<file path="src/rtl/sic_alu_lock_arbiter.sv">
// sic_alu_lock_arbiter: oldest-first request/grant/release lock sharing one ALU among NUM_SIC units.
// Optional owner-idle watchdog enabled by defining SIC_ALU_ARB_WATCHDOG_EN.
module sic_alu_lock_arbiter #(
  parameter int NUM_SIC     = 4,
  parameter int ID_WIDTH    = 8,
  parameter int OP_W        = 4,
  parameter int WDOG_CYCLES = 64
) (
  input  logic                         clk,
  input  logic                         rst_n,
  input  logic [NUM_SIC-1:0]           req,
  input  logic [NUM_SIC*ID_WIDTH-1:0]  req_issue_id,
  input  logic [NUM_SIC-1:0]           release_lock,
  input  logic [NUM_SIC*OP_W-1:0]      in_op,
  input  logic [NUM_SIC*32-1:0]        in_a,
  input  logic [NUM_SIC*32-1:0]        in_b,
  output logic [NUM_SIC-1:0]           grant,
  output logic [OP_W-1:0]              alu_op,
  output logic [31:0]                  alu_a,
  output logic [31:0]                  alu_b,
  output logic                         lock_busy,
  output logic                         protocol_err
);
  localparam int OW = $clog2(NUM_SIC);
  localparam logic [NUM_SIC-1:0] ONE = 1;
  typedef enum logic {FREE, HELD} state_t;
  state_t state, state_n;
  logic [OW-1:0] owner, owner_n, win;
  logic found, own_rel, bad_rel, wdog_fire;
  logic [ID_WIDTH-1:0] best_id, diff;
  // Ascending scan with strict "older" keeps the lower index on equal ids.
  always_comb begin
    win = '0;
    found = 1'b0;
    best_id = '0;
    diff = '0;
    for (int i = 0; i < NUM_SIC; i++) begin
      diff = req_issue_id[i*ID_WIDTH +: ID_WIDTH] - best_id;
      if (req[i] && (!found || diff[ID_WIDTH-1])) begin
        found = 1'b1;
        win = OW'(i);
        best_id = req_issue_id[i*ID_WIDTH +: ID_WIDTH];
      end
    end
  end
  assign lock_busy = state == HELD;
  assign own_rel = lock_busy && release_lock[owner];
  assign bad_rel = lock_busy ? |(release_lock & ~(ONE << owner)) : |release_lock;
  assign alu_op = lock_busy ? in_op[owner*OP_W +: OP_W] : '0;
  assign alu_a = lock_busy ? in_a[owner*32 +: 32] : '0;
  assign alu_b = lock_busy ? in_b[owner*32 +: 32] : '0;
`ifdef SIC_ALU_ARB_WATCHDOG_EN
  localparam int CW = $clog2(WDOG_CYCLES) + 1;
  logic [CW-1:0] wdog;
  logic idle;
  assign idle = lock_busy && !req[owner] && !release_lock[owner];
  assign wdog_fire = idle && wdog == CW'(WDOG_CYCLES - 1);
  always_ff @(posedge clk or negedge rst_n)
    if (!rst_n) wdog <= '0;
    else if (!lock_busy || req[owner]) wdog <= '0;
    else if (idle) wdog <= wdog + 1'b1;
`else
  assign wdog_fire = WDOG_CYCLES < 0;
`endif
  always_comb begin
    state_n = state;
    owner_n = owner;
    if (state == FREE && found) begin
      state_n = HELD;
      owner_n = win;
    end else if (own_rel || wdog_fire) begin
      state_n = FREE;
    end
  end
  always_ff @(posedge clk or negedge rst_n)
    if (!rst_n) begin
      state <= FREE;
      owner <= '0;
      grant <= '0;
      protocol_err <= 1'b0;
    end else begin
      state <= state_n;
      owner <= owner_n;
      grant <= state_n == HELD ? ONE << owner_n : '0;
      protocol_err <= protocol_err | bad_rel | wdog_fire;
    end
endmodule

</file>
<file path="config.mk">
export PLATFORM = sky130hd
export DESIGN_NAME = sic_alu_lock_arbiter
export DESIGN_NICKNAME = d
export VERILOG_FILES = /design/src/rtl/sic_alu_lock_arbiter.sv
export SDC_FILE = /design/constraint.sdc
export NUM_CORES = 1
export LEC_CHECK = 0
export CAP_MARGIN = 20
export CORE_AREA = 3 3 151 153
export DETAILED_ROUTE_END_ITERATION = 12
export DIE_AREA = 0 0 154 156
export GPL_TIMING_DRIVEN = 0
export PLACE_DENSITY = 0.58
export SLEW_MARGIN = 10
export SYNTH_ARGS = -nofsm -noshare
export SYNTH_HDL_FRONTEND = slang
export SYNTH_SLANG_ARGS = --single-unit
export TNS_END_PERCENT = 30
</file>
<file path="constraint.sdc">
create_clock -name clk -period 5.4 [get_ports clk]
set_input_delay 1.08 -clock clk [delete_from_list [all_inputs] [get_ports clk]]
set_output_delay 1.08 -clock clk [all_outputs]
set_load 0.1 [all_outputs]
</file>
==> results by group, run 1 <==
Critical path
  – Crit-path slowest cell: nor4_4
  – WP data arrival: between 6 and 7 ns
  – Max incr delay on CP: about 0.42 ns
  – Worst Setup SP: req[0]
  – CP Max Fanout: 7
  – Critical path capture point type: register
  – Startpoint class of the critical path: input pin
  – Worst EP required: between 5 and 6 ns
  – Crit Path Category: input pin to register
  – Most frequent CP cell: a211oi_4
  – R2r startpoint: owner[0]

Synthesis
  – Yosys warning count: 0
  – Main combinational cell family by area after synthesis: multiplexers
  – Most area-hungry cell type in the Yosys netlist: mux4_2
  – Number of synthesized flops with an enable pin: 0
  – Synth Flop Type: dfrtp_1
  – Top-count cell post-synth: and2_1
  – Netlist Area Pre-Place: 3490 um2
  – Share of the synthesized area in the top cell type: 0.445
  – Syn nets: about 660
  – Compound-gate portion of the synthesized area: 0.101
  – Xor-xnor portion of the synthesized cell area: 0.0147
  – List of most frequent post-synthesis cells: 70 x and2_1, 69 x mux4_2, 18 x ha_1
  – Mean post-synth cell area: 10.5 um2
  – Synth Area in Adders: 0.0645
  – Asr flop ratio synth: 1.00
  – Top post-synthesis cells by area: mux4_2 45%, and2_1 13%, ha_1 6.5%
  – FF+latch count, synth: 8
  – Synth Area in Simple Gates: 0.243
  – Share of the yosys chip area belonging to registers: 0.0573
  – Unique masters post-synth: 50
  – Post-synthesis mux area share: 0.479
  – Syn Inst Count: approximately 330

Finish
  – FF/Latch Area: about 200 um2
  – Syn-to-layout area delta: 142%
  – Share of cells above drive strength 1: 0.230
  – Area of the multi-input gates: 3530 um2
  – Filler cell count: approximately 2100
  – Final core utilization: 0.390
  – Final #Nets: 1082

Floorplan
  – Full die area: 24000 um2
  – Die X: 154 um
  – Top Ports: between 300 and 400
  – Row count: 54
  – Core area: 21700 um2
  – Die Y: 156 um
  – Starting density of the core: 0.161

Global route
  – Met2 usage: 0.281
  – M3 GR Usage: 0.0785
  – Largest net degree at the start of global routing: 11
  – Number of global-route vias before repair: 4903
  – First-pass GRT wire length: 33500 um
  – GRT overflow: 0
  – Global-route usage over all layers: 0.188
  – Grt peak-use layer: met2
  – Grt met1 use: 0.266
  – Initial antenna violation count: 13

Run status
  – Status: finished with violations
  – Violated checks: negative setup slack

Pwr
  – Flop pwr share: 0.019
  – Worst VDD drop: ~250 uV
  – Sw Ratio: 0.667
  – Internal Power: 1.68 mW
  – P per Cell Area: 596 nW/um2
  – LEAKAGE: slightly above 3 nW
  – Sw power: 3.36 mW
  – Clock power frac: 0.025
  – Combinational share of power: 0.956

Timing
  – RSZ-0062 raised after global routing: yes
  – Pins Over Slew Limit: 0
  – Rel. slew slack: 0.278
  – Fin. Hold Viols: 0
  – Final worst path period need: 6.67 ns
  – Fin Clk Skew: 0.000517 ns
  – Worst Tran Pin Value: between 1 and 1.5 ns
  – Hold slack: 0.502 ns
  – Max Clk Rate: 0.150 GHz
  – Fin worst setup slack: -1.27 ns
  – Final setup vio count: 6
  – Final period util: 1.24

Placed design
  – PortBufs: about 390
  – Final GP Congestion: 0.812
  – Worst slack, placed: -2.50 ns
  – Final HPWL DP: 21500 um

Routing
  – # DRC: 0
  – Routed WL: 24700 um
  – Routed len/inst: 24.0 um
  – DR pass1 iterations: 4
  – Vias after detailed routing: 4649
  – DRT iter0 DRCs: roughly 230
  – Via density: 4.51
  – Routed Antenna Nets: 0

Job
  – Max-cap violation count: 0

Clock network
  – Bufs on Longest Clock Path: 2
  – CTS HTree Levels: 1
  – Worst-Skew Late Latency: between 0.2 and 0.25 ns
  – CTS Hold Buffers Added: 0
  – Worst-path clk slew: 0.04 ns
  – CTS root buffer: clkbuf_16
  – CTS tree: done
  – Clock Sinks: 8
  – TritonCTS Buffers: 3

Hold path
  – HP Class: register to register
  – HP Start: protocol_err
path summary, 6_finish.rpt:
path	cells past startpoint	end	slack (ns)
setup / recovery	31	grant[3]	-1.27
hold / removal	1	protocol_err	0.50
setup reg to reg	6	grant[0]	2.96
hold reg to reg	1	protocol_err	0.50
max in group asynchronous	1	grant[2]	4.01
min in group asynchronous	1	grant[1]	1.13
state kept, by name (all words and copies together), names as in the netlist:
name / cells
grant: 4
lock_busy: 1
owner: 2
protocol_err: 1
area by class of cell:
| type | count | area share |
|---|---|---|
| Tap cell | 280 | 0.0415 |
| Antenna cell | 3 | 0.000888 |
| Sequential cell | 8 | 0.0237 |
| Buffer | 26 | 0.0154 |
| Clock buffer | 3 | 0.00888 |
| Multi-Input combinational cell | 287 | 0.418 |
| Timing Repair Buffer | 413 | 0.487 |
| Inverter | 11 | 0.00489 |
power by group through the flow:
| stage | Sequential [mW] | Clock (mW) | Combinational (mW) |
|---|---|---|---|
| after global placement | 0.0959 | 0 | 4.73 |
| after global routing | 0.0986 | 0.129 | 4.99 |
| after CTS | 0.0963 | 0.127 | 4.77 |
| final | 0.0958 | 0.126 | 4.81 |
| after detailed placement | 0.0949 | 0 | 4.73 |
| after floorplan | 0.211 | 0 | 3.40 |
stage by stage:
stage | cell area [um2] | instances | power [mW] | setup TNS, ns
after floorplan | 3620 | 332 | 3.61 | -4.89
after global placement | 7850 | 999 | 4.82 | -13.93
final | 8450 | 1031 | 5.03 | -7.25
after CTS | 8050 | 1011 | 4.99 | -7.47
after detailed placement | 7850 | 999 | 4.83 | -14.44
after global routing | 8440 | 1028 | 5.22 | -8.96
worst max-delay path: cells and delay by family:
| family | cells | cell delay, ns |
|---|---|---|
| compound gates | 10 | 2.33 |
| mux | 3 | 0.64 |
| fa+ha+maj | 3 | 0.64 |
| xor+xnor | 1 | 0.09 |
| simple gates | 9 | 1.28 |
| buf+inv | 5 | 0.73 |
metal layers:
| metal | wire length [um] | share of wire | vias to the layer above |
|---|---|---|---|
| li1 | - | - | 2148 |
| met1 | 11100 | 0.45 | 2232 |
| met2 | 10700 | 0.43 | 228 |
| met3 | 2700 | 0.11 | 23 |
| met4 | 74 | 0.0030 | 18 |
| met5 | 131 | 0.0053 | - |
logic make-up (layout without fill, tap and decap cells):
| family | count (synthesis) | in the layout |
|---|---|---|
| AOI/OAI and AO/OA | 48 | 48 |
| DFF | 8 | 8 |
| adders and majority gates | 18 | 18 |
| other | 0 | 3 |
| and+or+nand+nor | 136 | 136 |
| xor gates and xnor gates | 5 | 5 |
| muxes | 80 | 80 |
| buffers and inverters | 37 | 453 |
layout by cell type (no fill, tap or decap), drive strengths merged, types with 11 or more instances in the layout:
cell type and instances:
buf 40, a21oi 17, clkbuf 17, and2 70, ha 18, mux4 69, nor2 12, inv 11
nand2 16, clkdlybuf4s50 375
repair_timing:
action / 4_1_cts / 5_1_grt
endpoints found under the setup margin: 6 / 6
setup buffers: 8 / 18
hold endpoints to repair: 0 / 0
gates resized for setup: 20 / 62
pin swaps: 14 / 39
cloned: 1 / 0
Note: power is estimated with default switching activity, not from simulation.
==> inputs of run 2 (changes only) <==
GPL_ROUTABILITY_DRIVEN = 0   (was not set)
GPL_TIMING_DRIVEN = not set   (was 0)
TNS_END_PERCENT = 1   (was 30)
==> run 2 against run 1 <==
  * The run still ends with negative setup slack left
  * Wire length fell by 3.5%
  * Core utilization increased by 1.2 points
  * Critical path depth is 1 lower
  * Global-route usage fell by 0.55 points
  * Clock skew rose by 0.0024 ns
  * Hold slack lost 0.027 ns
  * Count of clock-buffer cells in the layout grew 1
  * Sequential cell count did not move
  * Sequential share of layout area about the same
  * Sequential power grew 130%
  * Critical path type unchanged
  * Largest power group unchanged
==> results by group, run 2 (synthesized netlist as in run 1, its figures left out) <==
Pwr
  – LEAKAGE: 3.31 nW (+7.1%)
  – Combinational share of power: 0.931 (-0.025)
  – Sw Ratio: 0.658 (-0.00889)
  – Worst VDD drop: 268 uV (+5.3%)
  – Internal Power: 1.71 mW (+2.0%)
  – Flop pwr share: 0.043 (+0.024)
  – Sw power: 3.29 mW (-2.0%)
  – Clock power frac: 0.025 (about the same)
  – Power, Total: 5.00 mW (-0.63%)
  – P per Cell Area: 574 nW/um2 (-3.7%)

Clock network
  – Clock Sinks: 8 (unchanged)
  – CTS tree: done
  – CTS HTree Levels: 1 (unchanged)
  – CTS Hold Buffers Added: 0 (unchanged)
  – Worst-path clk slew: 0.04 ns (about the same)
  – Worst-Skew Late Latency: 0.23 ns (about the same)
  – TritonCTS Buffers: 3 (unchanged)
  – Bufs on Longest Clock Path: 2 (unchanged)
  – CTS root buffer: clkbuf_16

Critical path
  – Crit Path Category: input pin to register
  – Max incr delay on CP: 0.42 ns (about the same)
  – Reg2reg path depth: 5 (-1)
  – Critical path capture point type: register
  – Worst EP required: 5.49 ns (-0.06 ns)
  – Crit-path slowest cell: or4_4
  – R2r startpoint: owner[0]
  – WP data arrival: 6.40 ns (-0.42 ns)
  – CP Max Fanout: 8 (+1)
  – Startpoint class of the critical path: input pin
  – Worst R2R Setup Slack: 3.20 ns (+0.24 ns)
  – RR Endpoint: grant[2]

Timing
  – RSZ-0062 raised after global routing: yes
  – Worst Tran Pin Value: 1.12 ns (+0.0394 ns)
  – Max Clk Rate: 0.159 GHz (+5.8%)
  – Final setup vio count: 6 (unchanged)
  – Final period util: 1.17 (-0.0676)
  – Fin Clk Skew: 0.00290 ns (+0.00238 ns)
  – Fin worst setup slack: -0.907 ns (+0.365 ns)
  – Final worst path period need: 6.31 ns (-0.365 ns)
  – Setup_tns: -5.02 ns (+2.23 ns)
  – Rel. slew slack: 0.251 (-0.0264)
  – Fin. Hold Viols: 0 (unchanged)
  – Pins Over Slew Limit: 0 (unchanged)
  – Hold slack: 0.475 ns (-0.0273 ns)

Floorplan
  – Core area: 21700 um2 (unchanged)
  – Top Ports: 388 (unchanged)
  – Row count: 54 (unchanged)
  – Full die area: 24000 um2 (unchanged)
  – Die Y: 156 um (unchanged)
  – Starting density of the core: 0.161 (unchanged)
  – Die X: 154 um (unchanged)

Run status
  – Violated checks: negative setup slack
  – Status: finished with violations

Finish
  – Non-Filler Instances: 1069 (+3.7%)
  – Share of cells above drive strength 1: 0.302 (+0.0720)
  – Syn-to-layout area delta: 150%
  – Final #Nets: 1118 (+3.3%)
  – Max FFs per register: 4 (unchanged)
  – Commonest non-fill, non-tap cell in the layout: clkdlybuf4s50_1
  – Regs by FF count: grant x4, owner x2
  – Commonest non-fill, non-tap cells in the layout: 367 x clkdlybuf4s50_1, 87 x buf_4, 70 x and2_1
  – Largest reg by FF count: grant
  – Filler cell count: 2145 (+1.4%)

Placed design
  – Dpl cells: 1023 (+2.4%)
  – Worst slack, placed: -1.56 ns (+0.944 ns)
  – PortBufs: 387 (unchanged)
  – Final HPWL DP: 20500 um (-5.0%)

Hold path
  – HP Class: register to register
  – HP Start: protocol_err
  – Hold path depth: 1 (unchanged)
  – Hold endpoint: protocol_err

Global route
  – M3 GR Usage: 0.0899 (+0.0114)
  – Largest net degree at the start of global routing: 76 (+65)
  – GRT overflow: 0 (unchanged)
  – Grt peak-use layer: met2
  – Grt met1 use: 0.245 (-0.0205)
  – Initial antenna violation count: 17 (+4)
  – Global-route usage over all layers: 0.182 (-0.00554)
  – First-pass GRT wire length: 32700 um (-2.5%)
  – Met2 usage: 0.275 (-0.00686)
  – Number of global-route vias before repair: 4841 (-1.3%)

Routing
  – Vias after detailed routing: 4724 (+1.6%)
  – Routed Antenna Nets: 0 (unchanged)
  – Via density: 4.42 (-2.0%)
  – Routed len/inst: 22.3 um (-6.9%)
  – DR pass1 iterations: 4 (unchanged)
  – # DRC: 0 (unchanged)
  – Routed WL: 23900 um (-3.5%)
  – DRT iter0 DRCs: 208 (-10%)

Job
  – Max-cap violation count: 0 (unchanged)
[run 2: changes by cell type in the layout (fill, tap and decap cells not counted), sizes merged]
| cell | delta |
|---|---|
| buf | +53 |
| clkdlybuf4s50 | -8 |
| clkbuf | -12 |
| dlymetal6s2s | -7 |
| dlygate4sd2 | +11 |
| diode | +1 |
[run 2: area by class of cell]
type,instances,area [um2],share of cell area
repair buffers,475,4560,0.523
multi-input cells,287,3470,0.398
well taps,280,350,0.0402
flip-flops and latches,8,209,0.0240
clock buffers,4,78.8,0.00904
inverters,11,41.3,0.00474
diodes,4,10.0,0.00115
[run 2: power by group through the flow]
stage	Combinational, mW	Clock [mW]	Sequential [mW]
CTS	4.68	0.128	0.230
floorplan	3.40	0	0.211
global placement	4.61	0	0.230
finish	4.66	0.128	0.216
global route	4.83	0.134	0.237
detailed placement	4.61	0	0.230
[run 2: repair_timing]
item | in CTS | in global routing
pin swaps | 36 | 20
setup buffers | 35 | 5
gates resized for setup | 53 | 15
setup endpoints to repair | 6 | 6
cloned | 0 | 0
[run 2: metal layers]
layer  share of wire  vias to the layer above
met1            0.41                     2227
li1                -                     2215
met3            0.13                       42
met5          0.0078                        -
met2            0.44                      210
met4          0.0096                       30
[run 2: how the worst max path moves through the flow]
stage,end,from,slack (ns)
finish,grant[0],req_issue_id[1],-0.91
floorplan,grant[0],req[0],-0.91
CTS,grant[0],req[0],-0.94
global placement,grant[0],req[0],-1.45
detailed placement,grant[0],req[0],-1.56
global route,grant[0],req_issue_id[1],-1.20
[run 2: stage by stage]
step	area (um2)	util
2_1_floorplan	3620	-
3_3_place_gp	8130	0.375
3_5_place_dp	8130	0.375
4_1_cts	8630	0.398
5_1_grt	8710	0.402
6_report	8720	0.402
[run 2: worst max-delay path: cells and delay by family]
family | cells | cell delay, ns
xor+xnor | 1 | 0.19
mux | 3 | 0.56
compound gates | 10 | 1.68
buf+inv | 4 | 0.71
simple gates | 9 | 1.46
fa+ha+maj | 3 | 0.69
